**config.mk**
```make
export PLATFORM = sky130hd
export DESIGN_NAME = instr_fetch_unit_flat
export DESIGN_NICKNAME = d
export VERILOG_FILES = /design/src/rtl/instr_fetch_unit_if.sv /design/src/rtl/instr_fetch_unit.sv /design/src/flat_wrapper.sv
export SDC_FILE = /design/constraint.sdc
export NUM_CORES = 1
export LEC_CHECK = 0
export ABC_CLOCK_PERIOD_IN_PS = 3800
export BUFFER_PORTS_ARGS = -buffer_cell sky130_fd_sc_hd__buf_2
export CAP_MARGIN = 20
export CORE_AREA = 2 2 97 99
export DETAILED_ROUTE_END_ITERATION = 12
export DIE_AREA = 0 0 99 101
export HOLD_SLACK_MARGIN = 0.03
export PLACE_DENSITY = 0.83
export SYNTH_ARGS = -nofsm -noshare
export SYNTH_HDL_FRONTEND = slang
export SYNTH_SLANG_ARGS = --single-unit
```
**constraint.sdc**
```tcl
create_clock -name Clk -period 3.8 [get_ports Clk]
set_input_delay 0.76 -clock Clk [delete_from_list [all_inputs] [get_ports Clk]]
set_output_delay 0.76 -clock Clk [all_outputs]
set_load 0.02 [all_outputs]
```
**src/rtl/instr_fetch_unit_if.sv**
```systemverilog
// Instruction-memory read bus between the fetch unit (master) and the memory (slave).
interface instr_fetch_unit_if;
  logic [31:0] MemAddr;
  logic        MemRead;
  logic [31:0] MemRdata;

  modport master (
    output MemAddr,
    output MemRead,
    input  MemRdata
  );

  modport slave (
    input  MemAddr,
    input  MemRead,
    output MemRdata
  );
endinterface

```
**src/rtl/instr_fetch_unit.sv**
```systemverilog
// Multicycle instruction fetch: owns the PC, performs a fixed-latency memory read,
// latches the instruction and applies control-unit PC writes while idle.
module instr_fetch_unit #(
  parameter int unsigned MEM_LATENCY = 2,
  parameter logic [31:0] RESET_PC    = 32'h0000_0000
) (
  input  logic                       Clk,
  input  logic                       Reset_n,
  input  logic                       Start,
  input  logic                       PCWrite,
  input  logic                       PCWriteCond,
  input  logic                       Zero,
  input  logic [1:0]                 PCSource,
  input  logic [31:0]                ALUResult,
  input  logic [31:0]                ALUOut,
  instr_fetch_unit_if.master         imem,
  output logic [31:0]                Instr,
  output logic [5:0]                 Op,
  output logic [31:0]                PC,
  output logic                       Busy,
  output logic                       Done,
  output logic [1:0]                 StateOut
);

  localparam int unsigned CNT_W  = 4;
  localparam int unsigned ADDR_W = 32;
  localparam logic [ADDR_W-1:0] PC_RST = {RESET_PC[31:2], 2'b00};

  typedef enum logic [1:0] {
    IDLE    = 2'd0,
    REQ     = 2'd1,
    WAIT    = 2'd2,
    CAPTURE = 2'd3
  } state_e;

  state_e              state_q, state_d;
  logic [CNT_W-1:0]    cnt_q, cnt_d;
  logic [ADDR_W-1:0]   pc_q, pc_d;
  logic [31:0]         instr_q, instr_d;
  logic                done_q, done_d;
  logic                busy_q, busy_d;
  logic                mem_read_q, mem_read_d;
  logic [ADDR_W-1:0]   pc_src;
  logic                pc_load;

  // PC load source; PCSource 3 is reserved and never loads
  always_comb begin
    pc_src  = ALUResult;
    pc_load = (PCWrite || (PCWriteCond && Zero)) && (PCSource != 2'd3);
    case (PCSource)
      2'd0:    pc_src = ALUResult;
      2'd1:    pc_src = ALUOut;
      2'd2:    pc_src = {pc_q[31:28], instr_q[25:0], 2'b00};
      default: pc_src = pc_q;
    endcase
  end

  always_ff @(posedge Clk) begin
    if (!Reset_n) begin
      state_q    <= IDLE;
      cnt_q      <= '0;
      pc_q       <= PC_RST;
      instr_q    <= '0;
      done_q     <= 1'b0;
      busy_q     <= 1'b0;
      mem_read_q <= 1'b0;
    end else begin
      state_q    <= state_d;
      cnt_q      <= cnt_d;
      pc_q       <= pc_d;
      instr_q    <= instr_d;
      done_q     <= done_d;
      busy_q     <= busy_d;
      mem_read_q <= mem_read_d;
    end
  end

  // Next-state and datapath updates; PC only changes in IDLE or on capture
  always_comb begin
    state_d = state_q;
    cnt_d   = cnt_q;
    pc_d    = pc_q;
    instr_d = instr_q;
    done_d  = 1'b0;
    case (state_q)
      IDLE: begin
        if (pc_load) begin
          pc_d = {pc_src[31:2], 2'b00};
        end
        if (Start) begin
          state_d = REQ;
        end
      end
      REQ: begin
        cnt_d   = CNT_W'(MEM_LATENCY - 1);
        state_d = (MEM_LATENCY == 1) ? CAPTURE : WAIT;
      end
      WAIT: begin
        cnt_d = cnt_q - CNT_W'(1);
        if (cnt_q <= CNT_W'(1)) begin
          state_d = CAPTURE;
        end
      end
      CAPTURE: begin
        instr_d = imem.MemRdata;
        pc_d    = pc_q + ADDR_W'(4);
        done_d  = 1'b1;
        state_d = IDLE;
      end
      default: state_d = IDLE;
    endcase
    busy_d     = (state_d != IDLE);
    mem_read_d = (state_d != IDLE);
  end

  assign imem.MemAddr = pc_q;
  assign imem.MemRead = mem_read_q;
  assign Instr        = instr_q;
  assign Op           = instr_q[31:26];
  assign PC           = pc_q;
  assign Busy         = busy_q;
  assign Done         = done_q;
  assign StateOut     = state_q;

endmodule
```
**src/flat_wrapper.sv**
```systemverilog
// flat-port wrapper written by rule: the top's interface ports become plain ports
module instr_fetch_unit_flat 
#(
  parameter int unsigned MEM_LATENCY = 2,
  parameter logic [31:0] RESET_PC    = 32'h0000_0000
)
  (Clk, Reset_n, Start, PCWrite, PCWriteCond, Zero, PCSource, ALUResult, ALUOut, Instr, Op, PC, Busy, Done, StateOut, imem_MemAddr, imem_MemRead, imem_MemRdata);
  instr_fetch_unit_if imem_i ();
  input  logic Clk;
  input  logic Reset_n;
  input  logic Start;
  input  logic PCWrite;
  input  logic PCWriteCond;
  input  logic Zero;
  input  logic [1:0] PCSource;
  input  logic [31:0] ALUResult;
  input  logic [31:0] ALUOut;
  output logic [31:0] Instr;
  output logic [5:0] Op;
  output logic [31:0] PC;
  output logic Busy;
  output logic Done;
  output logic [1:0] StateOut;
  output wire logic [$bits(imem_i.MemAddr)-1:0] imem_MemAddr;
  output wire logic [$bits(imem_i.MemRead)-1:0] imem_MemRead;
  input wire logic [$bits(imem_i.MemRdata)-1:0] imem_MemRdata;
  assign imem_MemAddr = imem_i.MemAddr;
  assign imem_MemRead = imem_i.MemRead;
  assign imem_i.MemRdata = imem_MemRdata;
  instr_fetch_unit #(.MEM_LATENCY(MEM_LATENCY), .RESET_PC(RESET_PC)) u_core (.Clk(Clk), .Reset_n(Reset_n), .Start(Start), .PCWrite(PCWrite), .PCWriteCond(PCWriteCond), .Zero(Zero), .PCSource(PCSource), .ALUResult(ALUResult), .ALUOut(ALUOut), .imem(imem_i), .Instr(Instr), .Op(Op), .PC(PC), .Busy(Busy), .Done(Done), .StateOut(StateOut));
endmodule
```
After elaboration in Yosys (flattened, before gate mapping)

Index checks and enable logic that the tools add are counted.

$add $sub $neg: 2
$lt $le $gt $ge: 1
Equal/unequal tests: 10
Mux-type cells: 8
Reduce and logical (&&, ||, !) cells: 11

Operators by type and width:

| operator                                                                          | count |
|---|---|
| 32-bit case mux with 3 select lines                                               | 1 |
| 32-bit case mux with 2 select lines                                               | 1 |
| 32-bit by 3-bit adder with 32-bit output (second input constant)                  | 1 |
| 32-bit 2-to-1 mux                                                                 | 1 |
| 2-bit case mux with 4 select lines                                                | 1 |
| 4-bit case mux with 2 select lines                                                | 1 |
| 2-bit == test (second input constant)                                             | 3 |
| 2-bit nonzero test                                                                | 3 |
| 2-bit by 1-bit == test with 1-bit output (second input constant)                  | 2 |
| 4-bit by 1-bit less-or-equal comparator with 1-bit output (second input constant) | 1 |
| 2-bit zero test                                                                   | 2 |
| 2-bit 2-to-1 mux                                                                  | 2 |
| 2-bit inequality test (second input constant)                                     | 2 |
| 4-bit inequality test (second input constant)                                     | 1 |
| 4-bit AND reduction                                                               | 1 |
| 4-bit by 1-bit subtractor with 4-bit output (second input constant)               | 1 |
| 3-bit inequality test (second input constant)                                     | 1 |
| 3-bit AND reduction                                                               | 1 |
| 1-bit logical AND                                                                 | 2 |
| 2-bit by 1-bit inequality test with 1-bit output (second input constant)          | 1 |
| 2-bit AND reduction                                                               | 1 |
| 1-bit logical OR                                                                  | 1 |
| 1-bit 2-to-1 mux                                                                  | 1 |

Bits in registers: 72
Input port bits: 104
Output and inout bits: 107
Word-level logic and storage cells: 40

Longest topological paths before layout

Gate-level depths: netlist of the first run.

Depth in word-level cells: 5
Depth in mapped cells: 9
Gate-level depth less buffers: 7

Worst setup path after synthesis of the first run

OpenSTA, ideal clock, no wires.

Kind: flip-flop to flip-flop
Start: reg u_core.state_q[0], in the netlist u_core.StateOut[0]
End: reg u_core.pc_q[4], in the netlist u_core.PC[4]
Library setup time: 128 ps
Arrival: 2053 ps
Required time: 3672 ps
Path slack: 1619 ps
Cell stages (with the launch flop): 9
Buffers on the path: 3
Period minus slack after synthesis: 2181 ps
Path through: dfxtp_1 inv_1 ha_1 clkbuf_1 a221o_1 buf_12 clkbuf_1 a221oi_1 nor2_1

Longest elaborated chain between the ends: 3
Elaborated cells on any way between the ends: 7

RTL lines:

| what                                                                 | line                   | source |
|---|---|---|
| start: declaration                                                   | instr_fetch_unit.sv:36 | `state_e state_q, state_d;` |
| start signal: assignment                                             | instr_fetch_unit.sv:68 | `state_q <= state_d;` |
| 2-bit zero test / 2-bit == test (equally long branches)              | instr_fetch_unit.sv:85 | `case (state_q)` |
| 4-bit inequality test (no source line), or another cell as far along | --                     |  |
| 3-bit AND reduction (no source line)                                 | --                     |  |
| end signal: assignment                                               | instr_fetch_unit.sv:70 | `pc_q <= pc_d;` |
| end: declaration                                                     | instr_fetch_unit.sv:38 | `logic [ADDR_W-1:0] pc_q, pc_d;` |

Parallel ways exist; a longest one is shown, timed or not.
A chain may end at the register's enable or synchronous reset.

Final worst setup path of the first run

Start: reg u_core.state_q[0], in the netlist u_core.StateOut[0]
End: reg u_core.pc_q[11], in the netlist u_core.PC[11]

Same word-level chain as after synthesis.

==> reports/summary.md, run 1 <==
The run finished with clean final reports. After synthesis, the largest family of logic cells by area is simple AND/OR/NAND/NOR gates. Die boundary width: 99 um.

The maximum operating frequency is 353 MHz, and the wire length of the first global-routing pass is 20200 um. The clock tree skew after final layout is 0.0104 ns, and the largest stage delay on the critical path is 0.76 ns. The switching part of the total power is 0.450, and the vertical extent of the die is 101 um. Walking the worst path, the cells encountered are inv_1 -> ha_1 -> and2_1 -> a221o_1 -> nor2_2 -> a22oi_1 -> o22ai_1.

Number of max-capacitance violations reported: 0. TritonCTS built the clock tree. For the global-route usage over all layers, the log shows 0.248. The count of unique library cells instantiated by Yosys is 57. Sorting the synthesized cells by area gives the leading types as sky130_fd_sc_hd__dfxtp_1, sky130_fd_sc_hd__mux2i_1, sky130_fd_sc_hd__buf_4. The clock reaches the later pin of the worst-skew pair after 0.34 ns. The synthesized design contains 0 enable-type register cells. The internal portion of the total power is 1660 uW. The worst register-to-register path begins at u_core.StateOut[0].

STA classifies the critical path endpoint as a flop. Once detail routing completed, the nets flagged for antenna violations numbered 0. CTS sink count: 70. The total count of max-transition violations in the final report was 0; the weighted congestion reported at the end of routability-driven placement was 0.851. Row generation in the floorplan step produced 35 rows. The first routing iteration left 429 violations. Compared with the post-synthesis result, the final layout area differs by 20.7%. The logs give 0 for the total congestion overflow and 0.351 for the sequential power share. The final worst setup slack is 0.966 ns.

The tools report the global-route track usage on met2 as 0.434. Startpoint kind of the worst setup timing path: a flop. The transition time of the tightest slew-check pin was 0.909 ns; the total number of yosys warnings was 0. The analysis attributes to cell leakage a power of 0.00245 uW. In this run the power density over the cells is 564 nW/um2. Data arrives at the worst endpoint at 3.10 ns. The post-synthesis share of cell area spent on and, or, nand and nor gates works out to 0.207. The maximum buffer depth of the clock tree was 2; the detailed-routing iteration count for the pre-antenna-repair pass was 5. After synthesis the cells add up to 4430 um2. The worst register-to-register path has a setup slack of 0.97 ns. The H-tree was split into 3 levels. In this run the clock root is driven by a sky130_fd_sc_hd__clkbuf_8.

The fraction of met3 tracks used by global routing came out at 0.0479. The number of antenna diodes in the final layout is 0. The run gives 9780 um as the half-perimeter wire length after placement. The portion of total power attributed to the clock network came out at 0.198. After detailed routing, the total wire length is 13000 um.

For this run, design rule violations remaining after detail routing come to 0. The effective utilization at floorplan was 0.493; the maximum fanout along the worst path was 26. The area fraction in compound gates after synthesis is 0.180. Setup repair after global routing left no endpoint under its margin. The number of nets in the finished design is 799, and the final number of hold-violating endpoints is 0. The tools report the post-synthesis sequential area ratio as 0.317. The startpoint identified for the worst hold timing path is u_core.Instr[2]. The multiplexer area fraction after synthesis was 0.152; the combinational cell fraction of total power was 0.450.

OpenSTA, run right after detailed placement, puts the worst setup slack at 0.947 ns. In this run, CTS created clock tree buffers numbering 9. Largest area contributor in the synthesized netlist: sky130_fd_sc_hd__dfxtp_1. The detailed-route via count was 4545. Setup violations remaining at the end of the flow were counted as 0. The final critical-path share of the clock period came out at 0.746. In this run, synthesis produced a sequential element count of 70.

The worst voltage drop across the vdd grid came out at 287 uV. The run gives 788 as the total placed cells including tap cells. The final critical delay including setup and external delays works out to 2.83 ns.

The worst hold path was traced through 2 stages. The die covers 10000 um2. In this run the most used layer during global routing was met2. The global routing usage on met1 is 0.313. Reg-to-reg endpoint: u_core.PC[11]. For the core box area, the log shows 8980 um2. The post-route non-filler standard cell count was 803. In the final routed layout, each cell accounts on average for 16.1 um. During placement, the flow inserted port buffers numbering 202.

The switching power is 1360 uW, and the number of global-route vias before repair is 4130. Startpoint-to-endpoint class of the critical path: reg -> reg. The worst slew margin relative to its limit was 0.394; the depth of the most critical reg-to-reg path was 7. The path class of the tightest hold or removal check is reg -> reg. Entering global routing, the biggest net connects 48 pins. Synthesis produced 540 cells.

The ratio of cells with drive above 1 in the final layout is 0.341, and the clock input transition at the sequential cells of the worst setup and hold paths is 0.08 ns. The slowest library cell on the worst path is sky130_fd_sc_hd__nor2_2. The total of hold buffers inserted after clock tree synthesis is 0. Xor-xnor portion of the synthesized cell area: 0.

Post-CTS repair changed the size of 0 cells. 211 I/O pins were placed. In the final timing run, aggregate negative setup slack is 0 ns. For the worst slack on hold paths, the log shows 0.523 ns. The arithmetic-cell share of the synthesized area counting full adders, half adders and majority gates was 0.0198; the async set or reset register ratio after synthesis was 0. The most used flip-flop cell after synthesis is sky130_fd_sc_hd__dfxtp_1. The average size of a mapped cell is 8.20 um2, and the share of the synthesized area in the top cell type is 0.317. The worst hold path terminates at u_core.Instr[2]. After clock tree synthesis, the setup repair step added 0 buffers.

Via count normalized by instance count: 5.66. For the critical path data required time, the log shows 4.06 ns. The number of antenna violations at the first check in global routing came out at 0.
-- worst max-delay path, delay by kind of cell, from the launching register on --
family                   cells  cell delay [ns]
AO/OA/AOI/OAI                3             0.99
flip-flops                   1             0.41
adder cells (fa/ha/maj)      1             0.26
buffers and inverters        1             0.12
AND/OR/NAND/NOR              2             0.96
-- cell type report --
type / instances / area (um2)
sequential: 70 / 1400
fill: 756 / 3630
clock inverter: 4 / 47.5
multi-input combinational: 386 / 2500
tap: 111 / 139
timing repair buffer: 210 / 1070
clock buffer: 11 / 141
inverter: 11 / 41.3
-- logic make-up (layout without fill, tap and decap cells) --
kind of cell               after synthesis  in the layout
and+or+nand+nor                        178            178
other                                    1              4
buffers and inverters                   87            236
AOI/OAI and AO/OA                      130            130
muxes                                   67             67
adders and majority gates                7              7
DFF                                     70             70
-- Yosys cell counts, drive strengths merged (5+ instances only) --
library cell	n
a31oi	9
o22ai	9
and3	6
nor2	48
dfxtp	70
nand2	52
and2	8
inv	11
a21oi	31
a22oi	16
o21ai	38
nor3	10
buf	51
nor4	14
and4	5
ha	7
clkbuf	25
nand3	10
o21a	7
nand4	6
mux2i	66
-- state kept, by name (all words and copies together) (netlist names) --
register and cells:
u_core.Instr 32, u_core.Busy 1, u_core.StateOut 2, u_core.cnt_q 4
u_core.PC 30, u_core.Done 1
-- per-layer routing --
| layer | vias to the layer above | share of wire |
|---|---|---|
| met5 | - | 0 |
| met4 | 0 | 0.016 |
| met3 | 16 | 0.066 |
| met2 | 218 | 0.50 |
| met1 | 2114 | 0.42 |
| li1 | 2197 | - |
-- cells in the final DEF, fill, tap and decap left out, types with 3 or more instances in the layout --
cell and count:
sky130_fd_sc_hd__a211o_1 4, sky130_fd_sc_hd__o21ai_0 34, sky130_fd_sc_hd__o21ai_1 4, sky130_fd_sc_hd__nand3_1 9, sky130_fd_sc_hd__inv_1 10, sky130_fd_sc_hd__conb_1 4
sky130_fd_sc_hd__o31ai_1 4, sky130_fd_sc_hd__nand4_1 6, sky130_fd_sc_hd__and4_1 3, sky130_fd_sc_hd__nor3_1 9, sky130_fd_sc_hd__buf_4 8, sky130_fd_sc_hd__clkbuf_8 10
sky130_fd_sc_hd__nor4_1 13, sky130_fd_sc_hd__mux2i_1 66, sky130_fd_sc_hd__buf_2 202, sky130_fd_sc_hd__or3_1 3, sky130_fd_sc_hd__nor2_1 47, sky130_fd_sc_hd__a31oi_1 9
sky130_fd_sc_hd__a22oi_1 16, sky130_fd_sc_hd__and2_1 7, sky130_fd_sc_hd__nor4b_1 3, sky130_fd_sc_hd__nand2_1 52, sky130_fd_sc_hd__dfxtp_1 70, sky130_fd_sc_hd__o21a_1 7
sky130_fd_sc_hd__nand2b_1 3, sky130_fd_sc_hd__ha_1 6, sky130_fd_sc_hd__or4_1 4, sky130_fd_sc_hd__a21oi_1 31, sky130_fd_sc_hd__o22ai_1 9, sky130_fd_sc_hd__and3_1 4
-- per-stage QoR --
step           power [uW]   util  instance area [um2]
6_report             3020  0.595                 5340
5_1_grt              3180  0.595                 5340
4_1_cts              3000  0.595                 5340
3_5_place_dp         2410  0.574                 5150
3_3_place_gp         2370  0.574                 5150
2_1_floorplan        2140      -                 4440
-- worst max path at each step --
stage / from / end / slack (ns) / depth (start not counted)
global route: u_core.StateOut[0] / u_core.PC[11] / 0.84 / 7
detailed placement: PCWriteCond / u_core.PC[4] / 0.95 / 7
global placement: PCWriteCond / u_core.PC[4] / 1.04 / 7
finish: u_core.StateOut[0] / u_core.PC[11] / 0.97 / 7
CTS: u_core.StateOut[0] / u_core.PC[11] / 1.02 / 7
floorplan: u_core.StateOut[0] / u_core.PC[4] / 1.62 / 8
-- power by group through the flow --
| stage | Clock, uW | Sequential, uW | Combinational, uW |
|---|---|---|---|
| finish | 598 | 1060 | 1360 |
| global route | 634 | 1080 | 1460 |
| detailed placement | 0 | 1070 | 1350 |
| CTS | 597 | 1050 | 1350 |
| global placement | 0 | 1060 | 1310 |
| floorplan | 0 | 1170 | 968 |
No activity file was read; power rests on OpenSTA's default activity.
==> run 2: changes to the inputs <==
--- a/config.mk
+++ b/config.mk
@@ -5,14 +5,14 @@
 export SDC_FILE = /design/constraint.sdc
 export NUM_CORES = 1
 export LEC_CHECK = 0
-export ABC_CLOCK_PERIOD_IN_PS = 3800
+export ABC_CLOCK_PERIOD_IN_PS = 2900
 export BUFFER_PORTS_ARGS = -buffer_cell sky130_fd_sc_hd__buf_2
 export CAP_MARGIN = 20
-export CORE_AREA = 2 2 97 99
+export CORE_AREA = 2 2 101 103
 export DETAILED_ROUTE_END_ITERATION = 12
-export DIE_AREA = 0 0 99 101
+export DIE_AREA = 0 0 103 105
 export HOLD_SLACK_MARGIN = 0.03
-export PLACE_DENSITY = 0.83
+export PLACE_DENSITY = 0.77
 export SYNTH_ARGS = -nofsm -noshare
 export SYNTH_HDL_FRONTEND = slang
 export SYNTH_SLANG_ARGS = --single-unit
==> constraint.sdc (replaced) <==
create_clock -name Clk -period 2.9 [get_ports Clk]
set_input_delay 0.58 -clock Clk [delete_from_list [all_inputs] [get_ports Clk]]
set_output_delay 0.58 -clock Clk [all_outputs]
set_load 0.02 [all_outputs]
==> run 2 against run 1 <==
Against the previous run:
- clock skew down 0.0028 ns
- combinational power up 35%
- core utilization down 3.5 points
- non-clock buffer count up 3
- hold slack worse by 0.057 ns
- wire length up 1.7%
- sequential cell count unchanged
- first-iteration DRC count down 39%
- worst setup slack worse by 0.52 ns
- critical path type unchanged
- largest power group unchanged
==> reports/summary.md, run 2 (synthesis gave the netlist of run 1 again) <==
The run finished with clean final reports. The largest stage delay on the critical path was 0.66 ns (-0.10 ns). The total congestion overflow was 0 (unchanged).

The count of buffering cells on the critical path with inverters included was 2 (+1). The dominant cell type by count on the critical path was sky130_fd_sc_hd__a21oi_1. The quantity of gates resized following cts came out at 0 (unchanged). By startpoint and endpoint, the worst setup path is classified as reg -> reg. The area of all placed cells without fillers is 5400 um2 (+1.1%), and the clock input transition at the sequential cells of the worst setup and hold paths is 0.08 ns (about the same). The total power divided by cell area was 737 nW/um2 (+31%); the number of DRC markers after the initial detailed-route iteration was 261 (-39%). The pin count of the biggest net entering global routing is 51 (+6.3%). The core box area came out at 9640 um2 (+7.4%). Total placed cells including tap cells: 813 (+3.2%). The clock tree skew after final layout is 0.00758 ns (-0.00283 ns). The count of inserted antenna diode cells was 0 (unchanged); the CTS sink count was 70 (unchanged).

The tools report the half-perimeter wire length after placement as 9940 um (+1.6%). The detailed-route via count is 4551 (+0.13%). TritonCTS built the clock tree. The number of nets in the finished design is 802 (+0.38%), and the total of hold buffers inserted after clock tree synthesis is 0 (unchanged). For the effective utilization at floorplan, the log shows 0.459 (-0.0339). Mean routed wirelength per cell: 15.9 um (-1.3%). The ratio of cells with drive above 1 in the final layout is 0.342 (+0.00141).

The area growth from synthesis to layout is 22.0%. The worst setup path is launched from a flop. The path class of the tightest hold or removal check is in -> reg. The tools report the final number of hold-violating endpoints as 0 (unchanged). Setup repair after global routing left no endpoint under its margin. The via count normalized by instance count came out at 5.50 (-2.9%).

The slowest stage of the critical path is the sky130_fd_sc_hd__a2111oi_0 cell. The number of placed I/O pins is 211 (unchanged), and the final-layout fill cell count is 931 (+23%). The clock insertion delay at the later pin of the skew report is 0.35 ns (about the same), and the final critical-path share of the clock period is 0.848 (+0.102). For the worst slew margin relative to its limit, the log shows 0.524 (+0.130). For the arrival time of data at the critical path endpoint, the log shows 2.75 ns (-0.35 ns).

In the layout the commonest cells are sky130_fd_sc_hd__buf_2, sky130_fd_sc_hd__dfxtp_1, sky130_fd_sc_hd__mux2i_1. The maximum buffer depth of the clock tree is 2 (unchanged), and the critical path data required time is 3.19 ns (-0.87 ns). The detailed-routing iteration count for the pre-antenna-repair pass was 5 (unchanged). STA classifies the critical path endpoint as a flop. Maximum operating frequency: 407 MHz (+15%).

The worst voltage drop across the vdd grid is 522 uV (+82%). The wire length of the first global-routing pass is 20800 um (+2.8%). The tools report the number of H-tree levels as 3 (unchanged). The tools report the weighted congestion reported at the end of routability-driven placement as 0.896 (+5.3%). The critical path goes through inv_1 -> ha_1 -> and2_1 -> a221o_1 -> buf_12 -> a2111oi_0 -> a21oi_1 -> a21oi_1.

The tools report the placement-stage cell area as 5220 um2 (+1.2%). The library cell used most frequently in the layout, excluding fill and tap cells, is sky130_fd_sc_hd__buf_2. The setup TNS is 0 ns (unchanged). The die footprint was 10800 um2 (+8.2%); the fraction of the core area covered by cells at the end of the flow was 0.560 (-0.0346).

The run gives 4272 (+3.4%) as the number of global-route vias before repair. The total count of max-transition violations in the final report came out at 0 (unchanged). The tree is rooted in a sky130_fd_sc_hd__clkbuf_8. The tools report the post-detailed-route DRC marker count as 0 (unchanged). The run gives 13200 um (+1.7%) as the final wirelength.

The number of failing setup endpoints in the final timing report is 0 (unchanged). The vertical extent of the die works out to 105 um (+4.0%). The total CTS buffers is 9 (unchanged), and the number of antenna violations at the first check in global routing is 0 (unchanged). The worst slack on hold paths came out at 0.466 ns (-0.0571 ns).

The run gives 0.242 (-0.00564) as the global-route usage over all layers. The final critical delay including setup and external delays is 2.46 ns (-0.375 ns). The flip-flop count of the largest register, all copies and words added is 32 (unchanged). The die boundary width was 103 um (+4.0%). The number of buffers inserted by port buffering came out at 202 (unchanged). The cell family contributing the most delay on the critical path is compound AO/OA/AOI/OAI gates. The post-route non-filler standard cell count is 828 (+3.1%). The post-CTS setup buffer count is 0 (unchanged), and the static leakage is 0.00247 uW (+0.81%). The run gives 0 (unchanged) as the number of antenna-violating nets in the routed design.

The transition time of the tightest slew-check pin was 0.695 ns (-0.213 ns). The site row count is 36 (+2.9%), and the number of max-capacitance violations reported is 0 (unchanged). The maximum fanout along the worst path came out at 50 (+92%).
run 2: cell types whose count changed in the layout (fill, tap and decap cells not counted):
cell | previous run | this run
sky130_fd_sc_hd__buf_12 | 0 | 1
sky130_fd_sc_hd__buf_4 | 8 | 10
sky130_fd_sc_hd__bufinv_16 | 1 | 0
sky130_fd_sc_hd__clkbuf_1 | 1 | 2
sky130_fd_sc_hd__clkbuf_8 | 10 | 13
sky130_fd_sc_hd__clkinv_2 | 2 | 0
sky130_fd_sc_hd__clkinvlp_4 | 1 | 0
run 2: report_power, final:
part | internal (uW) | switching [uW] | leakage (uW)
Combinational | 671 | 1160 | 0.00181
Sequential | 1130 | 253 | 0.000569
Clock | 401 | 364 | 0.0000958
run 2: final cells by class:
class / instances / area, um2 / area share
repair buffers: 213 / 1110 / 0.205
flip-flops and latches: 70 / 1400 / 0.259
clock buffers: 15 / 186 / 0.0345
well taps: 133 / 166 / 0.0308
inverters: 11 / 41.3 / 0.00764
multi-input cells: 386 / 2500 / 0.463
run 2: routing by layer:
layer / global-route usage / wire length, um
met1: 0.311 / 5480
met3: 0.0535 / 947
met5: 0 / 0
met4: 0.0968 / 351
met2: 0.388 / 6420
run 2: final timing paths:
check                     startpoint                to  slack (ns)  depth (start not counted)
hold reg to reg     u_core.Instr[31]  u_core.Instr[31]        0.52                          2
setup reg to reg  u_core.StateOut[0]     u_core.PC[21]        0.44                          8
hold / removal     imem_MemRdata[15]  u_core.Instr[15]        0.47                          3
setup / recovery  u_core.StateOut[0]     u_core.PC[21]        0.44                          8
run 2: worst register-to-register path, cell delays in order, from the launching register on:
cell and delay [ns]:
sky130_fd_sc_hd__dfxtp_1 0.39, sky130_fd_sc_hd__inv_1 0.12, sky130_fd_sc_hd__ha_1 0.26, sky130_fd_sc_hd__and2_1 0.20, sky130_fd_sc_hd__a221o_1 0.34, sky130_fd_sc_hd__buf_12 0.20
sky130_fd_sc_hd__a2111oi_0 0.66, sky130_fd_sc_hd__a21oi_1 0.08, sky130_fd_sc_hd__a21oi_1 0.14
run 2: stage by stage:
stage / total power (uW) / setup WS [ns]
after floorplan: 2800 / 0.719
after global placement: 3170 / 0.628
final: 3980 / 0.441
after CTS: 3980 / 0.485
after global routing: 4240 / 0.223
after detailed placement: 3220 / 0.502
